**src/rtl/ten.sv**
```systemverilog
// Registered 3-input priority encoder (D2 > D1 > D0) with valid and change pulse.
// Optional "multiple requests" flag is built when TEN_MULTI_EN is defined.
module ten (
  input  logic clk,
  input  logic rst_n,
  input  logic en,
  input  logic D2,
  input  logic D1,
  input  logic D0,
  output logic Q1,
  output logic Q0,
  output logic V,
  output logic chg
`ifdef TEN_MULTI_EN
  ,
  output logic multi
`endif
);

  logic [1:0] sync_q, sync_d;
  logic [1:0] q_q, q_d;
  logic       v_q, v_d;
  logic       chg_q, chg_d;
  logic       load;

  // Reset asserts at once but releases only after two clean clk edges.
  always_comb begin
    sync_d = {sync_q[0], 1'b1};
  end

  always_ff @(posedge clk or negedge rst_n) begin
    if (!rst_n) sync_q <= 2'b00;
    else        sync_q <= sync_d;
  end

  always_comb begin
    load  = sync_q[1] & en;
    q_d   = q_q;
    v_d   = v_q;
    chg_d = 1'b0;
    if (load) begin
      v_d = D2 | D1 | D0;
      if (D2)      q_d = 2'b10;
      else if (D1) q_d = 2'b01;
      else         q_d = 2'b00;
      // D0-only and idle share Q=00, so V must take part in the compare.
      chg_d = ({v_d, q_d} != {v_q, q_q});
    end
  end

  always_ff @(posedge clk or negedge rst_n) begin
    if (!rst_n) begin
      q_q   <= 2'b00;
      v_q   <= 1'b0;
      chg_q <= 1'b0;
    end else begin
      q_q   <= q_d;
      v_q   <= v_d;
      chg_q <= chg_d;
    end
  end

  assign Q1  = q_q[1];
  assign Q0  = q_q[0];
  assign V   = v_q;
  assign chg = chg_q;

`ifdef TEN_MULTI_EN
  logic multi_q, multi_d;

  always_comb begin
    multi_d = multi_q;
    if (load) multi_d = (D2 & D1) | (D2 & D0) | (D1 & D0);
  end

  always_ff @(posedge clk or negedge rst_n) begin
    if (!rst_n) multi_q <= 1'b0;
    else        multi_q <= multi_d;
  end

  assign multi = multi_q;
`endif

endmodule

```
**config.mk**
```make
export PLATFORM = sky130hd
export DESIGN_NAME = ten
export DESIGN_NICKNAME = d
export VERILOG_FILES = /design/src/rtl/ten.sv
export SDC_FILE = /design/constraint.sdc
export NUM_CORES = 1
export LEC_CHECK = 0
export ABC_CLOCK_PERIOD_IN_PS = 2200
export CAP_MARGIN = 25
export CORE_AREA = 2 2 39 41
export DETAILED_ROUTE_END_ITERATION = 6
export DIE_AREA = 0 0 41 43
export HOLD_SLACK_MARGIN = 0.15
export PLACE_DENSITY_LB_ADDON = 0.3
export REMOVE_ABC_BUFFERS = 1
export SLEW_MARGIN = 20
export SYNTH_ARGS = -nofsm -noshare
export SYNTH_HDL_FRONTEND = slang
export SYNTH_SLANG_ARGS = --single-unit
```
**constraint.sdc**
```tcl
create_clock -name clk -period 2.2 [get_ports clk]
set_input_delay 0.33 -clock clk [delete_from_list [all_inputs] [get_ports clk]]
set_output_delay 0.33 -clock clk [all_outputs]
set_load 0.02 [all_outputs]
```
==> results.txt, run 1 <==
Run status = finished clean
Final setup viols = 0
Mux cell area share after synthesis = 4.66%
Switching share of power = 25.0%
Vias in the first global route = 183
Die area = 0.00176 sq mm
Mean post-synth cell area = 11.0 sq um
Largest cells by area after synthesis = dfrtp_1 (62%), mux2_2 (4.7%), nand2_1 (4.7%), nand3_1 (4.1%), o21ai_0 (4.1%)
Power Density = 760 mW/mm^2
Critical Path Start Type = register
Worst hold-check path type = input port to async pin
Post-synth ARST share = 100%
Diode count = 0
Grt ovf = 0
FF+latch count, synth = 6
Clock network power share = 33.9%
Clk buf depth = 2
Top cell type's share of synthesized area = 62.2%
CTS tree = done
Detail Placement HPWL = 386 um
Tmin final = 1610 ps
Top cell type by total area after synthesis = dfrtp_1
Static leakage = 0.155 nW
CTS Buf Count = 3
Vias per cell = 4.14
Max cap viols = 0
FP Rows = 14
CP max stage cell = clkdlybuf4s50_1
Gr usage total = 7.08%
Post-CTS setup buffers = 0
P&R area growth vs syn = 54.9%
Dpl cells = 47
Worst setup EP type = output port
Post-Synth XOR/XNOR Area = 3.63%
Routed WL = 497 um
Fin nets = 42
Slowest stage delay, CP = 630 ps
Sequential power share = 45.8%
Max Freq = 0.621 GHz
Fin. max-slew vios = 0
Number of synthesized flops with an enable pin = 0
Clock sinks = 6
Worst Path Arrival = 1280 ps
Sequential area share after synthesis = 62.2%
CP required = 1870 ps
Combinational Power Share = 20.3%
IO Count = 10
Top cell family by delay on the critical path = buffers and inverters
Final-report hold violation count = 0
Worst-skew pair later-pin latency = 240 ps
Die H = 43 um
Synth Instances = 22
Maximum clock skew at final layout = 0.0955 ps
Drt first pass iters = 4
VDD IR max = 0.177 mV
CORE AREA = 0.00138 sq mm
Synth Area in Compound Gates = 9.33%
Main combinational cell family by area after synthesis = simple AND/OR/NAND/NOR gates
Crit path kind = register to output port
PostCTS Resize Cnt = 0
Cell Count, Final, Fillers Out = 50
Most frequent cells after synthesis = dfrtp_1 (6), nand2_1 (3), nand3_1 (2), o21ai_0 (2)
Clock Tree Root = clkbuf_4
Final ANT Viol Nets = 0
H-Tree Depth = 1
Post-Synth Adder-Cell Area = 0%
Hold buffers post-CTS = 0
IO buf count = 9
Psw = 71.2 uW
Die width = 41 um
Initial antenna violation count = 0
Routed length per instance = 9.94 um
Main synth FF type = dfrtp_1
Fin crit share = 73.2%
Netlist cell types = 13
Simple-Gate Fraction of Synth Area = 18.7%
Int Power = 213 uW
Clk slew on worst S/H paths = 40 ps
Starting Density = 17.5%
Post-Syn Area = 241 sq um
First-pass GRT wire length = 710 um
Cells along the critical path = clkdlybuf4s50_1
Crit path max fanout = 5
Top-count cell post-synth = dfrtp_1
DRC errors left = 0
Unrepaired setup endpoints after global routing = no
Ys Warns = 0
R2r setup slk = 1130 ps
Total number of vias = 207
Drt initial violations = 3
Final Wtd Congestion = 0.578
Largest net degree at the start of global routing = 7
Critical path buffer and inverter count = 1
Share of cells above drive strength 1 = 11.8%
TNS Setup = 0 ps
[state kept, by name (all words and copies together) (netlist names)]
name / count
V: 1
chg: 1
q_q: 2
sync_q: 2
[metal layers]
layer	share of wire (%)	global-route usage, %	vias up
li1	-	-	100
met3	12	3.14	2
met2	47	10.6	10
met5	0	0	-
met4	1.6	10.0	0
met1	38	4.93	95
[logic make-up (layout without fill, tap and decap cells)]
family / Yosys count / after routing
AOI/OAI and AO/OA: 4 / 4
xor gates and xnor gates: 1 / 1
buffers and inverters: 0 / 12
DFF: 6 / 6
muxes: 1 / 1
other: 1 / 1
and+or+nand+nor: 9 / 9
[metrics by stage]
step                cell area [sq um]  hold slack [ps]  worst slack [ps]  util [%]  power (mW)
finish                            374              333               589      27.0       0.284
global route                      374              350               550      27.0       0.305
CTS                               374              336               581      27.0       0.293
global placement                  352              333               795      25.4       0.188
detailed placement                352              342               755      25.4       0.190
floorplan                         241             34.4              1160         -       0.156
[power groups by stage]
stage	clock [mW]	sequential (mW)	combinational [mW]
6_report	0.0964	0.130	0.0576
5_1_grt	0.110	0.132	0.0627
4_1_cts	0.104	0.130	0.0585
3_5_place_dp	0	0.132	0.0581
3_3_place_gp	0	0.131	0.0571
2_1_floorplan	0	0.141	0.0147
[layout by cell type, fill, tap and decap left out, drive strengths merged]
cell type      n
nand4b         1
o31ai          1
dfrtp          6
nor3           1
mux2           1
nor2           1
nand2b         1
nand2          3
clkbuf         3
xor2           1
a21oi          1
nand3          2
conb           1
clkdlybuf4s50  9
o21ai          2
[path summary, 6_finish.rpt]
check                           from        end  cells after the start
min                            rst_n  sync_q[0]                      1
max                                V          V                      1
max in group asynchronous      rst_n     q_q[0]                      1
min reg2reg                sync_q[0]  sync_q[1]                      0
min in group clk           sync_q[0]  sync_q[1]                      0
max reg2reg                        V        chg                      3
[cell type report]
type / instances / area [sq um]
fillers: 150 / 1010
multi-input cells: 16 / 91.3
clock buffers: 3 / 22.5
well taps: 16 / 20.0
flip-flops and latches: 6 / 150
repair buffers: 9 / 90.1
(Power assumes the default switching activity.)
==> run 2: changes to the inputs <==
--- a/config.mk
+++ b/config.mk
@@ -5,7 +5,7 @@
 export SDC_FILE = /design/constraint.sdc
 export NUM_CORES = 1
 export LEC_CHECK = 0
-export ABC_CLOCK_PERIOD_IN_PS = 2200
+export ABC_CLOCK_PERIOD_IN_PS = 1340
 export CAP_MARGIN = 25
 export CORE_AREA = 2 2 39 41
 export DETAILED_ROUTE_END_ITERATION = 6
==> constraint.sdc (replaced) <==
create_clock -name clk -period 1.34 [get_ports clk]
set_input_delay 0.201 -clock clk [delete_from_list [all_inputs] [get_ports clk]]
set_output_delay 0.201 -clock clk [all_outputs]
set_load 0.02 [all_outputs]
==> results.txt, run 2 (synthesis gave the netlist of run 1 again) <==
Run status = finished clean
Final Cell Area = 377 sq um
Psw = 116 uW
Final Wtd Congestion = 0.577
Final-report hold violation count = 0
Gr usage total = 7.29%
VDD IR max = 0.350 mV
FP Rows = 14
P&R area growth vs syn = 56.0%
Top cell family by delay on the critical path = flip-flops
Clock network power share = 34.6%
CP required = 1140 ps
Starting Density = 17.5%
Critical path buffer and inverter count = 1
Setup WS post-layout = 136 ps
Combinational Power Share = 18.8%
Final setup viols = 0
Vias in the first global route = 219
Vias per cell = 4.18
Hold buffers post-CTS = 0
Clk slew on worst S/H paths = 40 ps
Fin nets = 43
Die area = 0.00176 sq mm
Crit path max fanout = 5
Die width = 41 um
Worst setup EP type = output port
Dpl cell area = 359 sq um
Tmin final = 1200 ps
First-pass GRT wire length = 765 um
Clock sinks = 6
Sequential power share = 46.6%
Most frequent cells in the layout = dfrtp_1 (6), clkdlybuf4s50_1 (5), dlygate4sd2_1 (4), nand2_1 (3), clkbuf_4 (3)
DRC errors left = 0
CORE AREA = 0.00138 sq mm
Worst Path Arrival = 1000 ps
Largest net degree at the start of global routing = 7
Static leakage = 0.169 nW
Clk buf depth = 2
Worst hold-check path type = input port to async pin
Routed WL = 489 um
Share of cells above drive strength 1 = 14.3%
IO Count = 10
R2r setup slk = 330 ps
Pre-CTS WS = 77.6 ps
Drt initial violations = 3
Max cap viols = 0
CP max stage cell = dfrtp_1
Fin. max-slew vios = 0
Final ANT Viol Nets = 0
H-Tree Depth = 1
Clock Tree Root = clkbuf_4
Int Power = 342 uW
CTS Buf Count = 3
Slowest stage delay, CP = 410 ps
Crit path kind = register to output port
Drt first pass iters = 2
Post-CTS setup buffers = 0
Switching share of power = 25.4%
Maximum clock skew at final layout = 1.55 ps
Diode count = 0
Die H = 43 um
CTS tree = done
Total number of vias = 213
Cells along the critical path = dlygate4sd2_1
Fin crit share = 89.9%
Critical Path Start Type = register
Max Freq = 0.830 GHz
Initial antenna violation count = 0
TNS Setup = 0 ps
Most common cell after layout, fill and taps aside = dfrtp_1
Worst-skew pair later-pin latency = 240 ps
Routed length per instance = 9.59 um
Top flop regs = q_q: 2 flops, sync_q: 2 flops
Unrepaired setup endpoints after global routing = no
Grt ovf = 0
IO buf count = 9
PostCTS Resize Cnt = 4
Power Density = 1220 mW/mm^2
[run 2: cell count changes in the layout (fill, tap and decap cells not counted)]
cell	change
buf_4	+1
clkdlybuf4s50_1	-4
dlygate4sd2_1	+4
[run 2: power by group through the flow]
| stage | sequential, mW | combinational [mW] | clock [mW] |
|---|---|---|---|
| floorplan | 0.232 | 0.0241 | 0 |
| global placement | 0.215 | 0.0965 | 0 |
| detailed placement | 0.217 | 0.0972 | 0 |
| CTS | 0.213 | 0.0879 | 0.172 |
| global route | 0.216 | 0.0961 | 0.176 |
| finish | 0.214 | 0.0863 | 0.159 |
[run 2: through the flow]
stage                     cells  hold slack [ps]  power (mW)  util (%)
after floorplan              22            -94.6       0.256         -
after global placement       48              332       0.312      25.9
after detailed placement     48              336       0.314      25.9
after CTS                    51              206       0.473      27.2
after global routing         51              229       0.488      27.2
final                        51              204       0.459      27.2
[run 2: metal layers]
metal	wire length, um	track usage [%]	vias up
li1	-	-	102
met1	203	6.27	99
met2	215	10.0	10
met3	61	3.14	2
met4	8	10.0	0
met5	0	0	-
[run 2: worst paths after layout]
check,from,end,cells after the start
worst min-delay path,rst_n,sync_q[0],1
worst max-delay path,V,V,1
worst max register to register,V,chg,3
min in group clk,sync_q[0],sync_q[1],0
worst min register to register,sync_q[0],sync_q[1],0
max in group asynchronous,rst_n,q_q[0],1
[run 2: final cells by class]
| class | count | area (sq um) |
|---|---|---|
| flip-flops and latches | 6 | 150 |
| well taps | 16 | 20.0 |
| repair buffers | 10 | 92.6 |
| fillers | 150 | 1010 |
| multi-input cells | 16 | 91.3 |
| clock buffers | 3 | 22.5 |
